## src/rtl/webfpga_button_scanner.sv

```systemverilog
// Time-multiplexed button debouncer: one button is sampled per prescaler tick.
// Debounced level changes are reported through a small event FIFO.
module webfpga_button_scanner #(
    parameter int NUM_BTN    = 4,
    parameter int DIV        = 12000,
    parameter int FIFO_DEPTH = 4,
    localparam int IDW = (NUM_BTN > 2) ? $clog2(NUM_BTN) : 1,
    localparam int CW  = $clog2(DIV)
) (
    input  logic               clk,
    input  logic               rst,
    input  logic [NUM_BTN-1:0] btn_in,
    output logic [NUM_BTN-1:0] btn_state,
    output logic               evt_valid,
    input  logic               evt_ready,
    output logic [IDW-1:0]     evt_id,
    output logic               evt_press,
    output logic               overflow
);
    localparam int AW = $clog2(FIFO_DEPTH);
    localparam logic [CW-1:0]  CNT_MAX  = CW'(DIV - 1);
    localparam logic [IDW-1:0] PTR_MAX  = IDW'(NUM_BTN - 1);
    localparam logic [AW:0]    FULL_CNT = (AW + 1)'(FIFO_DEPTH);

    logic [NUM_BTN-1:0] sync1_q, sync2_q;
    logic [CW-1:0]      cnt_q, cnt_d;
    logic [IDW-1:0]     ptr_q, ptr_d;
    logic [2:0]         hist_q [NUM_BTN];
    logic [2:0]         hist_d [NUM_BTN];
    logic [NUM_BTN-1:0] state_q, state_d;
    logic               eval_v_q, eval_v_d;
    logic [IDW-1:0]     eval_id_q, eval_id_d;
    logic [IDW:0]       fifo_mem [FIFO_DEPTH];
    logic [AW-1:0]      wr_q, wr_d, rd_q, rd_d;
    logic [AW:0]        fcnt_q, fcnt_d;
    logic               ovf_q, ovf_d;
    logic               tick_s, push_s, pop_s, full_s, accept_s, drop_s, cur_state_s;
    logic [2:0]         cur_hist_s;
    logic [IDW:0]       push_data_s;

    // Next-state logic for prescaler, scan pointer, histories, evaluation and queue.
    always_comb begin
        tick_s    = (cnt_q == CNT_MAX);
        cnt_d     = tick_s ? {CW{1'b0}} : cnt_q + CW'(1);
        hist_d    = hist_q;
        eval_v_d  = tick_s;
        if (tick_s) begin
            hist_d[ptr_q] = {hist_q[ptr_q][1:0], sync2_q[ptr_q]};
            eval_id_d     = ptr_q;
            ptr_d         = (ptr_q == PTR_MAX) ? {IDW{1'b0}} : ptr_q + IDW'(1);
        end else begin
            eval_id_d = eval_id_q;
            ptr_d     = ptr_q;
        end

        // The evaluated history was written on the previous (tick) edge.
        cur_hist_s  = hist_q[eval_id_q];
        cur_state_s = state_q[eval_id_q];
        state_d     = state_q;
        if (eval_v_q && (cur_hist_s == 3'b111) && !cur_state_s) begin
            state_d[eval_id_q] = 1'b1;
            push_s             = 1'b1;
        end else if (eval_v_q && (cur_hist_s == 3'b000) && cur_state_s) begin
            state_d[eval_id_q] = 1'b0;
            push_s             = 1'b1;
        end else begin
            push_s = 1'b0;
        end
        push_data_s = {eval_id_q, ~cur_state_s};

        pop_s    = (fcnt_q != {(AW + 1){1'b0}}) && evt_ready;
        full_s   = (fcnt_q == FULL_CNT);
        accept_s = push_s && (!full_s || pop_s);
        drop_s   = push_s && full_s && !pop_s;
        wr_d     = accept_s ? wr_q + AW'(1) : wr_q;
        rd_d     = pop_s ? rd_q + AW'(1) : rd_q;
        case ({accept_s, pop_s})
            2'b10:   fcnt_d = fcnt_q + (AW + 1)'(1);
            2'b01:   fcnt_d = fcnt_q - (AW + 1)'(1);
            default: fcnt_d = fcnt_q;
        endcase
        ovf_d = ovf_q | drop_s;
    end

    // State registers with synchronous reset.
    always_ff @(posedge clk) begin
        if (rst) begin
            sync1_q   <= {NUM_BTN{1'b0}};
            sync2_q   <= {NUM_BTN{1'b0}};
            cnt_q     <= {CW{1'b0}};
            ptr_q     <= {IDW{1'b0}};
            for (int i = 0; i < NUM_BTN; i++) hist_q[i] <= 3'b000;
            state_q   <= {NUM_BTN{1'b0}};
            eval_v_q  <= 1'b0;
            eval_id_q <= {IDW{1'b0}};
            wr_q      <= {AW{1'b0}};
            rd_q      <= {AW{1'b0}};
            fcnt_q    <= {(AW + 1){1'b0}};
            ovf_q     <= 1'b0;
        end else begin
            sync1_q   <= btn_in;
            sync2_q   <= sync1_q;
            cnt_q     <= cnt_d;
            ptr_q     <= ptr_d;
            hist_q    <= hist_d;
            state_q   <= state_d;
            eval_v_q  <= eval_v_d;
            eval_id_q <= eval_id_d;
            wr_q      <= wr_d;
            rd_q      <= rd_d;
            fcnt_q    <= fcnt_d;
            ovf_q     <= ovf_d;
        end
    end

    // Event storage; contents are only visible while the queue is non-empty.
    always_ff @(posedge clk) begin
        if (!rst && accept_s) begin
            fifo_mem[wr_q] <= push_data_s;
        end
    end

    assign btn_state           = state_q;
    assign overflow            = ovf_q;
    assign evt_valid           = (fcnt_q != {(AW + 1){1'b0}});
    assign {evt_id, evt_press} = evt_valid ? fifo_mem[rd_q] : {(IDW + 1){1'b0}};

endmodule

```

## config.mk

```make
export PLATFORM = sky130hd
export DESIGN_NAME = webfpga_button_scanner
export DESIGN_NICKNAME = d
export VERILOG_FILES = /design/src/rtl/webfpga_button_scanner.sv
export SDC_FILE = /design/constraint.sdc
export NUM_CORES = 1
export LEC_CHECK = 0
export BUFFER_PORTS_ARGS = -buffer_cell sky130_fd_sc_hd__buf_2
export CORE_UTILIZATION = 47
export CTS_CLUSTER_SIZE = 16
export DETAILED_ROUTE_END_ITERATION = 10
export SLEW_MARGIN = 0
export SYNTH_ARGS = -nofsm -noshare
export SYNTH_HDL_FRONTEND = slang
export SYNTH_SLANG_ARGS = --single-unit
```

## constraint.sdc

```tcl
create_clock -name clk -period 4.45 [get_ports clk]
set_input_delay 0.445 -clock clk [delete_from_list [all_inputs] [get_ports clk]]
set_output_delay 0.445 -clock clk [all_outputs]
set_load 0.02 [all_outputs]
```

==> results.cfg, run 1 <==
[run_status]
status = finished clean

[yosys]
synth_top_area_share_pct = 35.9
synthesis.nets = 315
yosysWarnings = 0
yosys_register_bits = 65
synth_ff_type = dfxtp_1
yosysSeqAreaShare_pct = 48.0
async_flop_share_pct = 0
synthTopCellsByArea = dfxtp_1 36%, edfxtp_1 12%, mux4_2 7.6%
yosysTopAreaCell = dfxtp_1
syn-mean-instance-area_um2 = 9.93
synth_edf_count = 12
synth_area_mm2 = 0.00296
ys_types = 45
synth_cells = 298

[clocking]
clk_latency_ns = 0.33
cts_inserted_buffers = 9
h-tree-depth = 3
clk_pin_slew_worst_paths_ns = 0.07
cts-root-buf = clkbuf_8
cts_hold_buf = 0
clk_path_buf_depth = 2
cts_tree = yes
cts_setup_buffers = 0
cts_resized = 0
cts_num_sinks = 65

[die]
core-area_mm2 = 0.00599
io_pins = 16
rows = 28
die_h_um = 81.3
start_util_pct = 49.4
die_area_mm2 = 0.00662
die_w_um = 81.3

[finish]
fin_util_pct = 55.2
nNetsFinal = 332
layout-drive-gt1-share_pct = 14.7
n_antenna_cell = 0
area_growth_pct = 11.7

[critical_path]
end_kind = register
critPathMaxFanout = 15
crit_type = reg -> reg
slowest_stage = mux4_2
max_stage_delay_ns = 0.68
worstPathRequired_ns = 4.71
arrival_ns = 3.76
start_kind = register
crit_chain = mux4_2 > or4b_4 > a21oi_1 > nor2_1 > fa_1 > o211ai_1 > nor4_1 > o22ai_1 > a31oi_1
ff2ff_path_depth = 9

[global_route]
grt_start_max_net_pins = 44
first_global_vias = 1910
antenna_found_initial = 0
grt_pass1_wl_mm = 8.55
grt_usage_pct = 17.5
grt-ovfl-total = 0

[route]
drc_errors = 0
wl_per_cell_um = 12.9
first_pass_iters = 4
ant_nets = 0
via_per_inst = 5.21
drt-initial-drc-count = 78
drt-total-wl_mm = 5.08
dr_total_vias = 2054

[power_and_ir_drop]
vdd_drop_max_mv = 0.239
pwr_density_cell_mw_per_mm2 = 423
cellLeakagePower_nw = 1.12

[sta]
rsz0062_at_grt = false
skew_ns = 0.00814
period_share_pct = 78.7
worst_slew_pin_slew_ns = 0.747
relSlewSlack_pct = 50.2
setup_viol = 0
hold_viol = 0
worst_hold_slack_ns = 0.314
fin_tns_setup_ns = 0
slew_violations = 0
min_period_ns = 3.50
max_freq_mhz = 286

[job]
cap_viol_max_count = 0

[placed_design]
dp_hpwl_mm = 3.61
routabilityCongestion = 0.780
port_buffers = 15

[worst_hold_path]
hold_depth = 2
hold_path.class = in -> reg
registers in the layout, indices dropped and copies added (netlist names), named ones only:
| name | cells |
|---|---|
| overflow | 1 |
| eval_id_q | 2 |
| fifo_mem | 12 |
| ptr_q | 2 |
| rd_q | 2 |
| sync1_q | 4 |
| hist_q | 12 |
| sync2_q | 4 |
| fcnt_q | 3 |
| cnt_q | 14 |
| eval_v_q | 1 |
| wr_q | 2 |
report_power, final:
part           leakage [nW]  total (mW)  internal, mW  switching [mW]
Clock                0.0987       0.526         0.309           0.217
Sequential            0.538       0.655         0.624          0.0309
Combinational         0.485       0.218        0.0954           0.123
kinds of logic after synthesis:
| family | count (synthesis) | synth area share, % |
|---|---|---|
| AOI/OAI and AO/OA | 41 | 8.67 |
| xor gates and xnor gates | 15 | 4.44 |
| adders and majority gates | 10 | 4.48 |
| buffers and inverters | 20 | 2.79 |
| DFF | 65 | 48.0 |
| muxes | 15 | 9.39 |
| and+or+nand+nor | 132 | 22.2 |
layout by cell type (no fill, tap or decap), types with 4 or more instances in the layout:
| cell | netlist | layout |
|---|---|---|
| clkbuf_8 | 0 | 9 |
| nand2b_1 | 4 | 4 |
| and2_1 | 7 | 7 |
| o21ai_0 | 5 | 5 |
| xnor2_1 | 5 | 5 |
| xor2_1 | 10 | 10 |
| nand3_1 | 24 | 24 |
| a21oi_1 | 23 | 23 |
| mux4_2 | 10 | 10 |
| ha_1 | 9 | 9 |
| edfxtp_1 | 12 | 12 |
| inv_1 | 10 | 10 |
| nor2_1 | 38 | 38 |
| nor2b_1 | 10 | 10 |
| buf_2 | 0 | 15 |
| dfxtp_1 | 53 | 53 |
| nand2_1 | 27 | 27 |
layer usage:
layer	GRT usage (%)	wire (um)
met5	0	0
met4	10.2	104
met3	4.04	162
met2	29.2	2460
met1	20.5	2350
critical path, delay by kind of cell, from the launching register on:
kind	cells	cell delay (ns)
AO/OA/AOI/OAI	4	0.65
adder cells (fa/ha/maj)	1	0.53
flip-flops	1	0.65
multiplexers	1	0.68
AND/OR/NAND/NOR	3	0.92
worst paths after layout:
kind | startpoint | endpoint | slack (ns)
min reg2reg | sync1_q[3]$_SDFF_PP0_ | sync2_q[3]$_SDFF_PP0_ | 0.44
max reg2reg | eval_id_q[0]$_SDFFE_PP0P_ | fcnt_q[1]$_SDFFE_PP0P_ | 0.95
max | eval_id_q[0]$_SDFFE_PP0P_ | fcnt_q[1]$_SDFFE_PP0P_ | 0.95
min | btn_in[1] | sync1_q[1]$_SDFF_PP0_ | 0.31
final cells by class:
cell class                 count  area, um2
fill                         535       2690
multi-input combinational    213       1460
sequential                    65       1420
clock buffer                   9        124
tap                           75       93.8
clock inverter                 6       83.8
timing repair buffer          16       82.6
inverter                      10       37.5
Yosys cell counts, types with 2 or more instances:
cell / count
edfxtp_1: 12
inv_1: 10
xnor2_1: 5
nand3b_1: 3
and2_1: 7
clkbuf_1: 9
o21ai_0: 5
nand2_1: 27
mux2i_1: 3
nor2b_1: 10
dfxtp_1: 53
mux2_1: 2
ha_1: 9
nand4_1: 3
a21oi_1: 23
xor2_1: 10
o22ai_1: 3
or3_1: 2
nand3_1: 24
nor2_1: 38
nand2b_1: 4
mux4_2: 10
nor4_1: 4
stage by stage:
stage                     setup slack, ns  power, mW  instances  area (um2)
after floorplan                      1.39      0.831        298        2960
after global placement               1.06      0.887        379        3100
after detailed placement            0.992      0.889        379        3100
after CTS                           0.978       1.42        394        3300
after global routing                0.750       1.47        394        3300
final                               0.949       1.40        394        3300
Power figures use the tool's default switching activity.
==> run 2: changes to the inputs <==
--- a/config.mk
+++ b/config.mk
@@ -9,6 +9,7 @@
 export CORE_UTILIZATION = 47
 export CTS_CLUSTER_SIZE = 16
 export DETAILED_ROUTE_END_ITERATION = 10
+export PLACE_DENSITY = 0.66
 export SLEW_MARGIN = 0
 export SYNTH_ARGS = -nofsm -noshare
 export SYNTH_HDL_FRONTEND = slang
==> constraint.sdc (replaced) <==
create_clock -name clk -period 2.95 [get_ports clk]
set_input_delay 0.295 -clock clk [delete_from_list [all_inputs] [get_ports clk]]
set_output_delay 0.295 -clock clk [all_outputs]
set_load 0.02 [all_outputs]
==> run 2 against run 1 <==
Net effect: hold slack worse by 0.15 ns; non-clock buffer count is 9 higher; clock skew is 0.00061 ns lower; global-route usage is 1.3 points higher; power is 44% higher; core utilization is 0.79 points higher; clock power is 33% higher; fmax is 20% higher.
==> results.cfg, run 2 (same netlist as run 1, synthesis figures left out) <==
[clocking]
clk_latency_ns = 0.34
clk_path_buf_depth = 2
cts_inserted_buffers = 9
cts_tree = yes
cts-root-buf = clkbuf_8
cts_num_sinks = 65
clk_pin_slew_worst_paths_ns = 0.06
h-tree-depth = 3

[sta]
fin_ws_ns = 0.0220
setup_viol = 0
rsz0062_at_grt = true
slew_violations = 0
skew_ns = 0.00752
period_share_pct = 99.3
hold_viol = 0
max_freq_mhz = 342
relSlewSlack_pct = 58.8
worst_slew_pin_slew_ns = 0.612
min_period_ns = 2.93

[critical_path]
crit_type = reg -> reg
worstPathRequired_ns = 3.21
max_stage_delay_ns = 0.56
start_kind = register
ff2ff_path_depth = 9
end_kind = register
r2r_end = fcnt_q[1]$_SDFFE_PP0P_
worstReg2RegStart = eval_id_q[0]$_SDFFE_PP0P_
critPathMaxFanout = 5
crit_chain = mux4_2 > or4b_4 > a21oi_2 > nor2_1 > fa_1 > o211ai_1 > nor4_1 > o22ai_1 > a31oi_1
arrival_ns = 3.19
slowest_stage = or4b_4
r2r_setup_slack_ns = 0.02

[route]
drt-total-wl_mm = 5.38
wl_per_cell_um = 13.3
first_pass_iters = 4
drc_errors = 0
dr_total_vias = 2170
ant_nets = 0
via_per_inst = 5.37
drt-initial-drc-count = 96

[finish]
nNetsFinal = 341
layout-drive-gt1-share_pct = 17.3
n_antenna_cell = 0
reg_top3 = cnt_q (14), fifo_mem (12), hist_q (12)
stdcell_count = 404
final_cell_mix = 52 x dfxtp_1, 38 x nor2_1, 27 x nand2_1
fin_util_pct = 56.0
final_common_cell = dfxtp_1
regMostFlops = cnt_q
largest_reg_flops = 14
stdcell_area_mm2 = 0.00335
area_growth_pct = 13.3

[placed_design]
dpl.cell_count = 388
place_area_mm2 = 0.00317
port_buffers = 15
routabilityCongestion = 0.767
dp_hpwl_mm = 3.86
place_ws_ns = -0.00672

[global_route]
grt_start_max_net_pins = 28
first_global_vias = 2022
grt-ovfl-total = 0
antenna_found_initial = 0
grt_pass1_wl_mm = 9.29
grt_usage_pct = 18.8

[die]
die_area_mm2 = 0.00662
core-area_mm2 = 0.00599
rows = 28
io_pins = 16
start_util_pct = 49.4
die_w_um = 81.3
die_h_um = 81.3

[power_and_ir_drop]
pwr_density_cell_mw_per_mm2 = 601
vdd_drop_max_mv = 0.442
cellLeakagePower_nw = 1.16
power_mw = 2.01

[job]
cap_viol_max_count = 0

[worst_hold_path]
hold_depth = 2
min_to = sync1_q[2]$_SDFF_PP0_
holdCritStartpoint = btn_in[2]
hold_path.class = in -> reg

[run_status]
status = finished clean
==> run 2: cell types whose count changed in the layout (fill, tap and decap cells not counted), sizes merged <==
cell and change:
buf +9, clkbuf +3, clkinvlp -2, bufinv -1, clkinv +1
==> run 2: critical path, delay by kind of cell (launching register included) <==
| family | cells | cell delay (ns) |
|---|---|---|
| mux | 1 | 0.53 |
| flops | 1 | 0.39 |
| simple gates | 3 | 0.84 |
| fa+ha+maj | 1 | 0.53 |
| compound gates | 4 | 0.58 |
==> run 2: worst max-delay path by stage <==
| stage | from | to | slack (ns) | cells after the start |
|---|---|---|---|---|
| floorplan | eval_id_q[0]$_SDFFE_PP0P_ | fcnt_q[1]$_SDFFE_PP0P_ | -0.02 | 10 |
| global route | eval_id_q[0]$_SDFFE_PP0P_ | fcnt_q[1]$_SDFFE_PP0P_ | -0.13 | 9 |
| global placement | eval_id_q[0]$_SDFFE_PP0P_ | fcnt_q[1]$_SDFFE_PP0P_ | 0.11 | 9 |
| CTS | eval_id_q[0]$_SDFFE_PP0P_ | fcnt_q[1]$_SDFFE_PP0P_ | 0.01 | 9 |
| detailed placement | eval_id_q[0]$_SDFFE_PP0P_ | fcnt_q[1]$_SDFFE_PP0P_ | -0.007 | 9 |
| finish | eval_id_q[0]$_SDFFE_PP0P_ | fcnt_q[1]$_SDFFE_PP0P_ | 0.02 | 9 |
==> run 2: cell type report <==
class / count / area (um2)
fill: 545 / 2640
multi-input combinational: 213 / 1470
sequential: 65 / 1430
timing repair buffer: 25 / 150
clock buffer: 12 / 135
tap: 75 / 93.8
clock inverter: 4 / 45.0
inverter: 10 / 37.5
==> run 2: metrics by stage <==
stage          setup TNS, ns  hold slack (ns)
6_report                   0            0.166
5_1_grt               -0.130            0.171
4_1_cts                    0            0.155
3_5_place_dp        -0.00672            0.427
3_3_place_gp               0            0.417
2_1_floorplan        -0.0223            0.414
==> run 2: repair_timing <==
item / in CTS / in global routing
setup buffers: 0 / 0
hold buffers: 0 / 0
endpoints found under the setup margin: 1 / 1
gates resized for setup: 1 / 0
==> run 2: power breakdown <==
| part | total, mW | internal, mW | switching (mW) |
|---|---|---|---|
| combinational | 0.328 | 0.145 | 0.183 |
| sequential | 0.986 | 0.940 | 0.0456 |
| clock | 0.700 | 0.387 | 0.313 |
==> run 2: per-layer routing <==
metal | part of all wire (%) | GRT usage (%) | up-vias
li1 | - | - | 1090
met1 | 46 | 23.0 | 1017
met2 | 47 | 30.0 | 48
met3 | 4.1 | 5.06 | 15
met4 | 2.7 | 10.2 | 0
met5 | 0 | 0 | -
==> run 3: changes to the inputs <==
==> constraint.sdc (replaced) <==
create_clock -name clk -period 2.5 [get_ports clk]
set_input_delay 0.25 -clock clk [delete_from_list [all_inputs] [get_ports clk]]
set_output_delay 0.25 -clock clk [all_outputs]
set_load 0.02 [all_outputs]
==> run 3 against run 2 <==
Net effect: the run now ends with negative setup slack left; first-iteration DRC count down 14%; largest cell class unchanged; setup slack worse by 0.44 ns; die area unchanged; critical endpoint unchanged; largest power group unchanged; combinational power rose by 29%.
==> results.cfg, run 3 (same netlist as run 1, synthesis figures left out) <==
[global_route]
grt_start_max_net_pins = 25
grt_usage_pct = 19.3
antenna_found_initial = 0
grt-ovfl-total = 0
grt_pass1_wl_mm = 9.39
first_global_vias = 2109

[finish]
nNetsFinal = 360
reg_top3 = cnt_q (14), fifo_mem (12), hist_q (12)
final_cell_mix = 52 x dfxtp_1, 37 x nor2_1, 28 x buf_4
layout-drive-gt1-share_pct = 25.3
regMostFlops = cnt_q
largest_reg_flops = 14
nFillCells = 510
n_antenna_cell = 0
final_common_cell = dfxtp_1
fin_util_pct = 59.8
area_growth_pct = 21.1
stdcell_count = 423

[placed_design]
dpl.cell_count = 404
port_buffers = 15
routabilityCongestion = 0.806
dp_hpwl_mm = 3.97
place_ws_ns = -0.439

[sta]
relSlewSlack_pct = 56.3
period_share_pct = 117
max_freq_mhz = 343
rsz0062_at_grt = true
min_period_ns = 2.92
skew_ns = 0.00621
fin_ws_ns = -0.417
hold_viol = 0
slew_violations = 0
worst_slew_pin_slew_ns = 0.649
setup_viol = 16
fin_tns_setup_ns = -2.32

[route]
dr_total_vias = 2241
drt-initial-drc-count = 83
drt-total-wl_mm = 5.69
first_pass_iters = 4
via_per_inst = 5.30
drc_errors = 0
wl_per_cell_um = 13.4
ant_nets = 0

[die]
die_area_mm2 = 0.00662
die_h_um = 81.3
core-area_mm2 = 0.00599
die_w_um = 81.3
rows = 28
io_pins = 16
start_util_pct = 49.4

[clocking]
cts_hold_buf = 0
cts_inserted_buffers = 9
clk_pin_slew_worst_paths_ns = 0.07
cts-root-buf = clkbuf_8
cts_num_sinks = 65
clk_latency_ns = 0.34
h-tree-depth = 3
clk_path_buf_depth = 2
cts_tree = yes

[power_and_ir_drop]
cellLeakagePower_nw = 1.29
vdd_drop_max_mv = 0.434
pwr_density_cell_mw_per_mm2 = 711

[critical_path]
arrival_ns = 3.19
slowest_stage = or4b_4
path_buf_inv = 0
crit_chain = mux4_2 > or4b_4 > a21oi_4 > nor2_2 > fa_2 > o211ai_1 > nor4_2 > o22ai_1 > a31oi_1
max_stage_delay_ns = 0.58
end_kind = register
crit_type = reg -> reg
worstPathRequired_ns = 2.77
critPathMaxFanout = 6
crit_family = simple AND/OR/NAND/NOR gates
start_kind = register

[run_status]
status = finished, violations left
violations = negative setup slack

[job]
cap_viol_max_count = 0

[worst_hold_path]
hold_path.class = in -> reg
-- run 3: changes by cell type in the layout (fill, tap and decap cells not counted), sizes merged --
cell | previous run | this run
buf | 25 | 44
clkbuf | 12 | 15
clkinv | 3 | 0
-- run 3: what timing repair did --
| action | 4_1_cts | 5_1_grt |
|---|---|---|
| pin swaps | 4 | 4 |
| gates resized for setup | 5 | 8 |
| cloned | 0 | 0 |
| setup endpoints to repair | 15 | 19 |
| buffers inserted | 2 | 1 |
-- run 3: power breakdown --
group	internal [mW]	switching, mW	total, mW
Sequential	1.11	0.0579	1.17
Clock	0.577	0.378	0.955
Combinational	0.193	0.231	0.424
-- run 3: metrics by stage --
step	instance area (um2)	hold slack, ns	total power, mW
after detailed placement	3300	0.426	1.58
after floorplan	2980	0.378	1.48
final	3580	0.110	2.55
after global routing	3580	0.106	2.68
after CTS	3550	0.0964	2.55
after global placement	3300	0.420	1.57
-- run 3: cell type report --
type | instances | area (um2) | area share, %
Clock inverter | 1 | 30.0 | 0.838
Sequential cell | 65 | 1430 | 39.8
Tap cell | 75 | 93.8 | 2.62
Clock buffer | 15 | 188 | 5.24
Multi-Input combinational cell | 213 | 1510 | 42.2
Timing Repair Buffer | 44 | 297 | 8.28
Inverter | 10 | 37.5 | 1.05
-- run 3: per-layer routing --
layer / routed length (um) / vias to the layer above / global-route usage, %
met1: 2540 / 1054 / 22.8
met3: 231 / 9 / 6.29
li1: - / 1132 / -
met5: 0 / - / 0
met2: 2810 / 46 / 31.6
met4: 101 / 0 / 9.11
-- run 3: final timing paths --
| path | start | to | slack, ns | cells after the start |
|---|---|---|---|---|
| worst max-delay path | eval_id_q[0]$_SDFFE_PP0P_ | fcnt_q[1]$_SDFFE_PP0P_ | -0.42 | 9 |
| worst min-delay path | btn_in[0] | sync1_q[0]$_SDFF_PP0_ | 0.11 | 2 |
| worst max register to register | eval_id_q[0]$_SDFFE_PP0P_ | fcnt_q[1]$_SDFFE_PP0P_ | -0.42 | 9 |
| worst min register to register | sync1_q[1]$_SDFF_PP0_ | sync2_q[1]$_SDFF_PP0_ | 0.44 | 1 |
